==> src/rtl/seg_scan_decoder.sv <==
// Receiver for the multiplexed 6-digit 7-segment scan bus: settles each digit dwell,
// decodes the segment pattern to hex and reassembles a 24-bit frame with dp and error flags.
module seg_scan_decoder #(
   parameter int unsigned SETTLE_CYC  = 16,
   parameter int unsigned TIMEOUT_CYC = 200_000
) (
   input  logic        clk,
   input  logic        rst,
   input  logic [2:0]  sel,
   input  logic [7:0]  seg,
   output logic [23:0] data_out,
   output logic [5:0]  dp_out,
   output logic        data_valid,
   output logic        code_err,
   output logic        seq_err
);

   localparam int unsigned STAB_W = (SETTLE_CYC  > 2) ? $clog2(SETTLE_CYC)  : 1;
   localparam int unsigned TO_W   = (TIMEOUT_CYC > 2) ? $clog2(TIMEOUT_CYC) : 1;

   typedef enum logic [1:0] {ST_WAIT_START, ST_COLLECT, ST_DONE} state_t;

   state_t              r_state, w_state_nxt;
   logic [2:0]          r_sel_m, r_sel_s;
   logic [7:0]          r_seg_m, r_seg_s;
   logic [10:0]         r_prev;
   logic [STAB_W-1:0]   r_stab;
   logic [TO_W-1:0]     r_to;
   logic [2:0]          r_exp, w_exp_nxt;
   logic [23:0]         r_sh_data, r_data;
   logic [5:0]          r_sh_dp, r_dp;
   logic                r_sh_err, r_err, r_dv, r_seq;

   logic [10:0]         w_samp;
   logic                w_same, w_commit, w_timeout;
   logic [2:0]          w_c_sel;
   logic [7:0]          w_c_seg;
   logic [3:0]          w_nib;
   logic                w_bad, w_store, w_clr_err, w_seq_pulse, w_load;

   assign w_samp  = {r_sel_s, r_seg_s};
   assign w_same  = (w_samp == r_prev);
   assign w_c_sel = w_samp[10:8];
   assign w_c_seg = w_samp[7:0];
   // Commit on the sample that takes the counter to SETTLE_CYC-1; saturation keeps it to once per dwell.
   assign w_commit  = w_same && (r_stab == STAB_W'(SETTLE_CYC - 2)) && (w_c_sel < 3'd6);
   assign w_timeout = (r_state == ST_COLLECT) && (r_to == TO_W'(TIMEOUT_CYC - 1));

   always_ff @(posedge clk or posedge rst) begin
      if (rst) begin
         r_sel_m <= '0;
         r_sel_s <= '0;
         r_seg_m <= '0;
         r_seg_s <= '0;
         r_prev  <= '0;
         r_stab  <= '0;
      end else begin
         r_sel_m <= sel;
         r_sel_s <= r_sel_m;
         r_seg_m <= seg;
         r_seg_s <= r_seg_m;
         r_prev  <= w_samp;
         if (!w_same)
            r_stab <= '0;
         else if (r_stab != STAB_W'(SETTLE_CYC - 1))
            r_stab <= r_stab + 1'b1;
      end
   end

   always_comb begin
      w_nib = '0;
      w_bad = 1'b0;
      case (w_c_seg[6:0])
         7'h40: w_nib = 4'h0;
         7'h79: w_nib = 4'h1;
         7'h24: w_nib = 4'h2;
         7'h30: w_nib = 4'h3;
         7'h19: w_nib = 4'h4;
         7'h12: w_nib = 4'h5;
         7'h02: w_nib = 4'h6;
         7'h78: w_nib = 4'h7;
         7'h00: w_nib = 4'h8;
         7'h10: w_nib = 4'h9;
         7'h08: w_nib = 4'hA;
         7'h03: w_nib = 4'hB;
         7'h46: w_nib = 4'hC;
         7'h21: w_nib = 4'hD;
         7'h06: w_nib = 4'hE;
         7'h0E: w_nib = 4'hF;
         default: w_bad = 1'b1;
      endcase
   end

   always_ff @(posedge clk or posedge rst) begin
      if (rst) r_state <= ST_WAIT_START;
      else     r_state <= w_state_nxt;
   end

   always_comb begin
      w_state_nxt = r_state;
      w_exp_nxt   = r_exp;
      w_store     = 1'b0;
      w_clr_err   = 1'b0;
      w_seq_pulse = 1'b0;
      w_load      = 1'b0;
      case (r_state)
         ST_WAIT_START: begin
            if (w_commit && (w_c_sel == 3'd0)) begin
               w_store     = 1'b1;
               w_clr_err   = 1'b1;
               w_exp_nxt   = 3'd1;
               w_state_nxt = ST_COLLECT;
            end
         end
         ST_COLLECT: begin
            if (w_commit) begin
               if (w_c_sel == r_exp) begin
                  w_store   = 1'b1;
                  w_exp_nxt = r_exp + 3'd1;
                  if (w_c_sel == 3'd5) w_state_nxt = ST_DONE;
               end else if (w_c_sel == 3'd0) begin
                  w_store     = 1'b1;
                  w_clr_err   = 1'b1;
                  w_exp_nxt   = 3'd1;
                  w_seq_pulse = 1'b1;
               end else begin
                  w_seq_pulse = 1'b1;
                  w_state_nxt = ST_WAIT_START;
               end
            end else if (w_timeout) begin
               w_seq_pulse = 1'b1;
               w_state_nxt = ST_WAIT_START;
            end
         end
         ST_DONE: begin
            w_load      = 1'b1;
            w_state_nxt = ST_WAIT_START;
         end
         default: w_state_nxt = ST_WAIT_START;
      endcase
   end

   always_ff @(posedge clk or posedge rst) begin
      if (rst) begin
         r_to      <= '0;
         r_exp     <= '0;
         r_sh_data <= '0;
         r_sh_dp   <= '0;
         r_sh_err  <= 1'b0;
         r_data    <= '0;
         r_dp      <= '0;
         r_err     <= 1'b0;
         r_dv      <= 1'b0;
         r_seq     <= 1'b0;
      end else begin
         r_to  <= ((r_state != ST_COLLECT) || w_commit) ? '0 : r_to + 1'b1;
         r_exp <= w_exp_nxt;
         r_dv  <= w_load;
         r_seq <= w_seq_pulse;
         if (w_store) begin
            for (int unsigned i = 0; i < 6; i++) begin
               if (w_c_sel == 3'(i)) begin
                  r_sh_data[(5-i)*4 +: 4] <= w_nib;
                  r_sh_dp[5-i]            <= ~w_c_seg[7];
               end
            end
         end
         if (w_clr_err)    r_sh_err <= w_bad;
         else if (w_store) r_sh_err <= r_sh_err | w_bad;
         if (w_load) begin
            r_data <= r_sh_data;
            r_dp   <= r_sh_dp;
            r_err  <= r_sh_err;
         end
      end
   end

   assign data_out   = r_data;
   assign dp_out     = r_dp;
   assign code_err   = r_err;
   assign data_valid = r_dv;
   assign seq_err    = r_seq;

endmodule

==> config.mk <==
export PLATFORM = sky130hd
export DESIGN_NAME = seg_scan_decoder
export DESIGN_NICKNAME = d
export VERILOG_FILES = /design/src/rtl/seg_scan_decoder.sv
export SDC_FILE = /design/constraint.sdc
export NUM_CORES = 1
export LEC_CHECK = 0
export CAP_MARGIN = 20
export CORE_AREA = 2 2 100 102
export CTS_CLUSTER_DIAMETER = 50
export CTS_CLUSTER_SIZE = 12
export DETAILED_ROUTE_END_ITERATION = 8
export DIE_AREA = 0 0 102 104
export PLACE_DENSITY = 0.76
export SYNTH_ARGS = -nofsm -noshare
export SYNTH_HDL_FRONTEND = slang
export SYNTH_SLANG_ARGS = --single-unit
==> constraint.sdc <==
create_clock -name clk -period 4.7 [get_ports clk]
set_clock_uncertainty 0.2 [all_clocks]
set_input_delay 0.47 -clock clk [delete_from_list [all_inputs] [get_ports clk]]
set_output_delay 0.47 -clock clk [all_outputs]
set_load 0.02 [all_outputs]
==> qor.csv <==
metric,value,unit
status,"finished, final reports clean",
async_flop_share,100,%
yosys-mux-area-fraction,13.6,%
ctsHoldBuffers,0,
htree_levels,4,
drtIter0Drc,121,
setup_viol,0,
cts_setup_buffers,0,
use_met3,4.44,%
syn_to_final_growth,21.6,%
grt_pass1_vias,3331,
coreArea,9550,µm²
firstDrtPassIters,4,
slew_headroom,36.1,%
io_buffer_count,45,
synth_top_family_by_area,simple AND/OR/NAND/NOR gates,
post-route-cell-area,6280,µm²
die_x,102,µm
crit_fanout,16,
cpMaxStageDelayCell,nor4b_2,
fin_crit_sh,63.3,%
grt_pass1_wl,16.2,mm
fp.dieH,104,µm
min_period,2980,ps
synth_area,5160,µm²
synth_top_area_share,60.1,%
place_ws,1810,ps
p_per_area,361,nW/µm²
yosysTopAreaCell,dfrtp_1,
synth_seq_cells,124,
drive_gt1_share,19.2,%
synthSimpleGateAreaFrac,13.7,%
clk_pin_slew,60,ps
fmaxAchievable,0.336,GHz
hold_viol_final,0,
ant_nets,0,
critPathKind,flop to flop,
place_hpwl,6.22,mm
syn_inst,405,
post_cts_resized,0,
diodes,0,
vias_per_cell,5.40,
gr-usage-all-layers,19.7,%
reg2regPathDepth,5,
clock-root-buffer,clkbuf_8,
grt_util_met2,31.0,%
post_dp_cell_area,5750,µm²
syn_nets,422,
clkSinkCount,124,
nFillCells,713,
grt-busiest-layer,met2,
synth-edff-count,0,
grt_antenna_before_repair,0,
cts_made_buffers,17,
fin_util,65.7,%
synth_fa_ha_area_share,0.970,%
yosys-top-cells-area,"dfrtp_1, mux2_2, xor2_1",
cp-start-kind,flop,
seq_area_frac_synth,60.1,%
nets,475,
start_util,54.0,%
hold_class,input pin to async pin,
cts_buffer_depth,2,
drv_cap,0,
r2r_slack,1720,ps
synth-compound-area-share,4.32,%
worst_pin_slew,956,ps
std_cell_rows,36,
gp_congestion,0.794,
maxSlewViolCount,0,
synth_xor_area_share,5.09,%
worstPathRequired,4890,ps
setup_slack,1720,ps
clk_latency,500,ps
synth_cell_type_count,53,
avgSynthCellArea,12.7,µm²
total_power,2.27,mW
die-area,10600,µm²
synthFlopType,dfrtp_1,
ys_warn_count,0,
rsz0062_at_grt,no,
end_kind,flop,
path_cells,xor2_1 > nor4_4 > nand4_2 > nor4b_2 > mux2_2,
slowest_delay,740,ps
p_leak,2.84,nW
drt-total-wl,9.34,mm
grt_max_degree,88,
layout_common_cells,"dfrtp_1, mux2_2, clkdlybuf4s50_1",
vias,3245,
arrival,3160,ps
cts_tree,built,
grt.met1_usage,26.8,%
ir_worst_vdd,0.252,mV
tns,0,ps
grt_overflow,0,
post_drt_wl_per_cell,15.5,µm
drc,0,
layout_commonest_cell,dfrtp_1,
io_pins,46,
-- cells in the mapped netlist, types with 4 or more instances --
cell type and instances:
nand2b_1 8, o21ai_1 5, inv_1 13, and4_1 5
nand2_1 19, nand4_1 7, mux2_2 45, nor2b_1 4
nor3_1 8, mux2_4 4, dfrtp_1 124, xor2_1 17
a21oi_1 5, xnor2_1 13, or3_1 4, clkbuf_1 10
nand3_1 13, ha_1 4, nor2_1 33, mux2_1 6
mux2i_1 7
-- registers in the layout, summed over array words and instances, names as in the netlist --
signal      count
r_sel_s         3
r_state         2
r_seg_s         8
r_sh_dp         6
r_seg_m         8
r_sel_m         3
data_out       24
r_sh_data      24
r_exp           3
r_stab          4
r_to           18
seq_err         1
r_sh_err        1
data_valid      1
dp_out          6
code_err        1
r_prev         11
-- critical path: cells and delay by family, from the launching register on --
kind / cells / cell delay, ps
xor+xnor: 1 / 210
flops: 1 / 640
mux: 1 / 420
simple gates: 3 / 1390
-- kinds of logic after synthesis --
kind of cell,count (synthesis)
XOR/XNOR,30
buffers and inverters,28
adder cells (fa/ha/maj),4
flip-flops,124
AND/OR/NAND/NOR,125
multiplexers,62
AO/OA/AOI/OAI,32
-- stage by stage --
stage          hold slack, ps  cells
2_1_floorplan             131    405
3_3_place_gp              134    571
3_5_place_dp              136    571
4_1_cts                   148    600
5_1_grt                  33.0    601
6_report                 23.6    601
-- report_power, final --
| group | total, mW | switching (mW) | internal, mW | leakage, nW |
|---|---|---|---|---|
| logic | 0.0713 | 0.0419 | 0.0293 | 0.933 |
| registers | 1.10 | 0.0194 | 1.08 | 1.66 |
| clock network | 1.10 | 0.422 | 0.673 | 0.255 |
-- layer usage --
layer	wire length [µm]	vias up
met4	119	0
met1	4260	1617
met5	0	-
met3	320	12
li1	-	1540
met2	4640	76
-- cell type report --
class	count	area, µm²	share of cell area, %
clock buffers	21	459	7.31
clock inverters	8	46.3	0.737
inverters	13	51.3	0.817
multi-input cells	253	1950	31.1
flip-flops and latches	124	3100	49.4
well taps	133	166	2.65
repair buffers	49	500	7.97
-- final timing paths --
path	endpoint	from
setup / recovery	r_sh_data[7]	r_seg_s[3]
max in group asynchronous	r_prev[10]	rst
hold reg to reg	r_seg_s[6]	r_seg_m[6]
min in group clk	r_seg_s[6]	r_seg_m[6]
hold / removal	r_sh_data[1]	rst
setup reg to reg	r_sh_data[7]	r_seg_s[3]
Note: power is estimated with default switching activity, not from simulation.
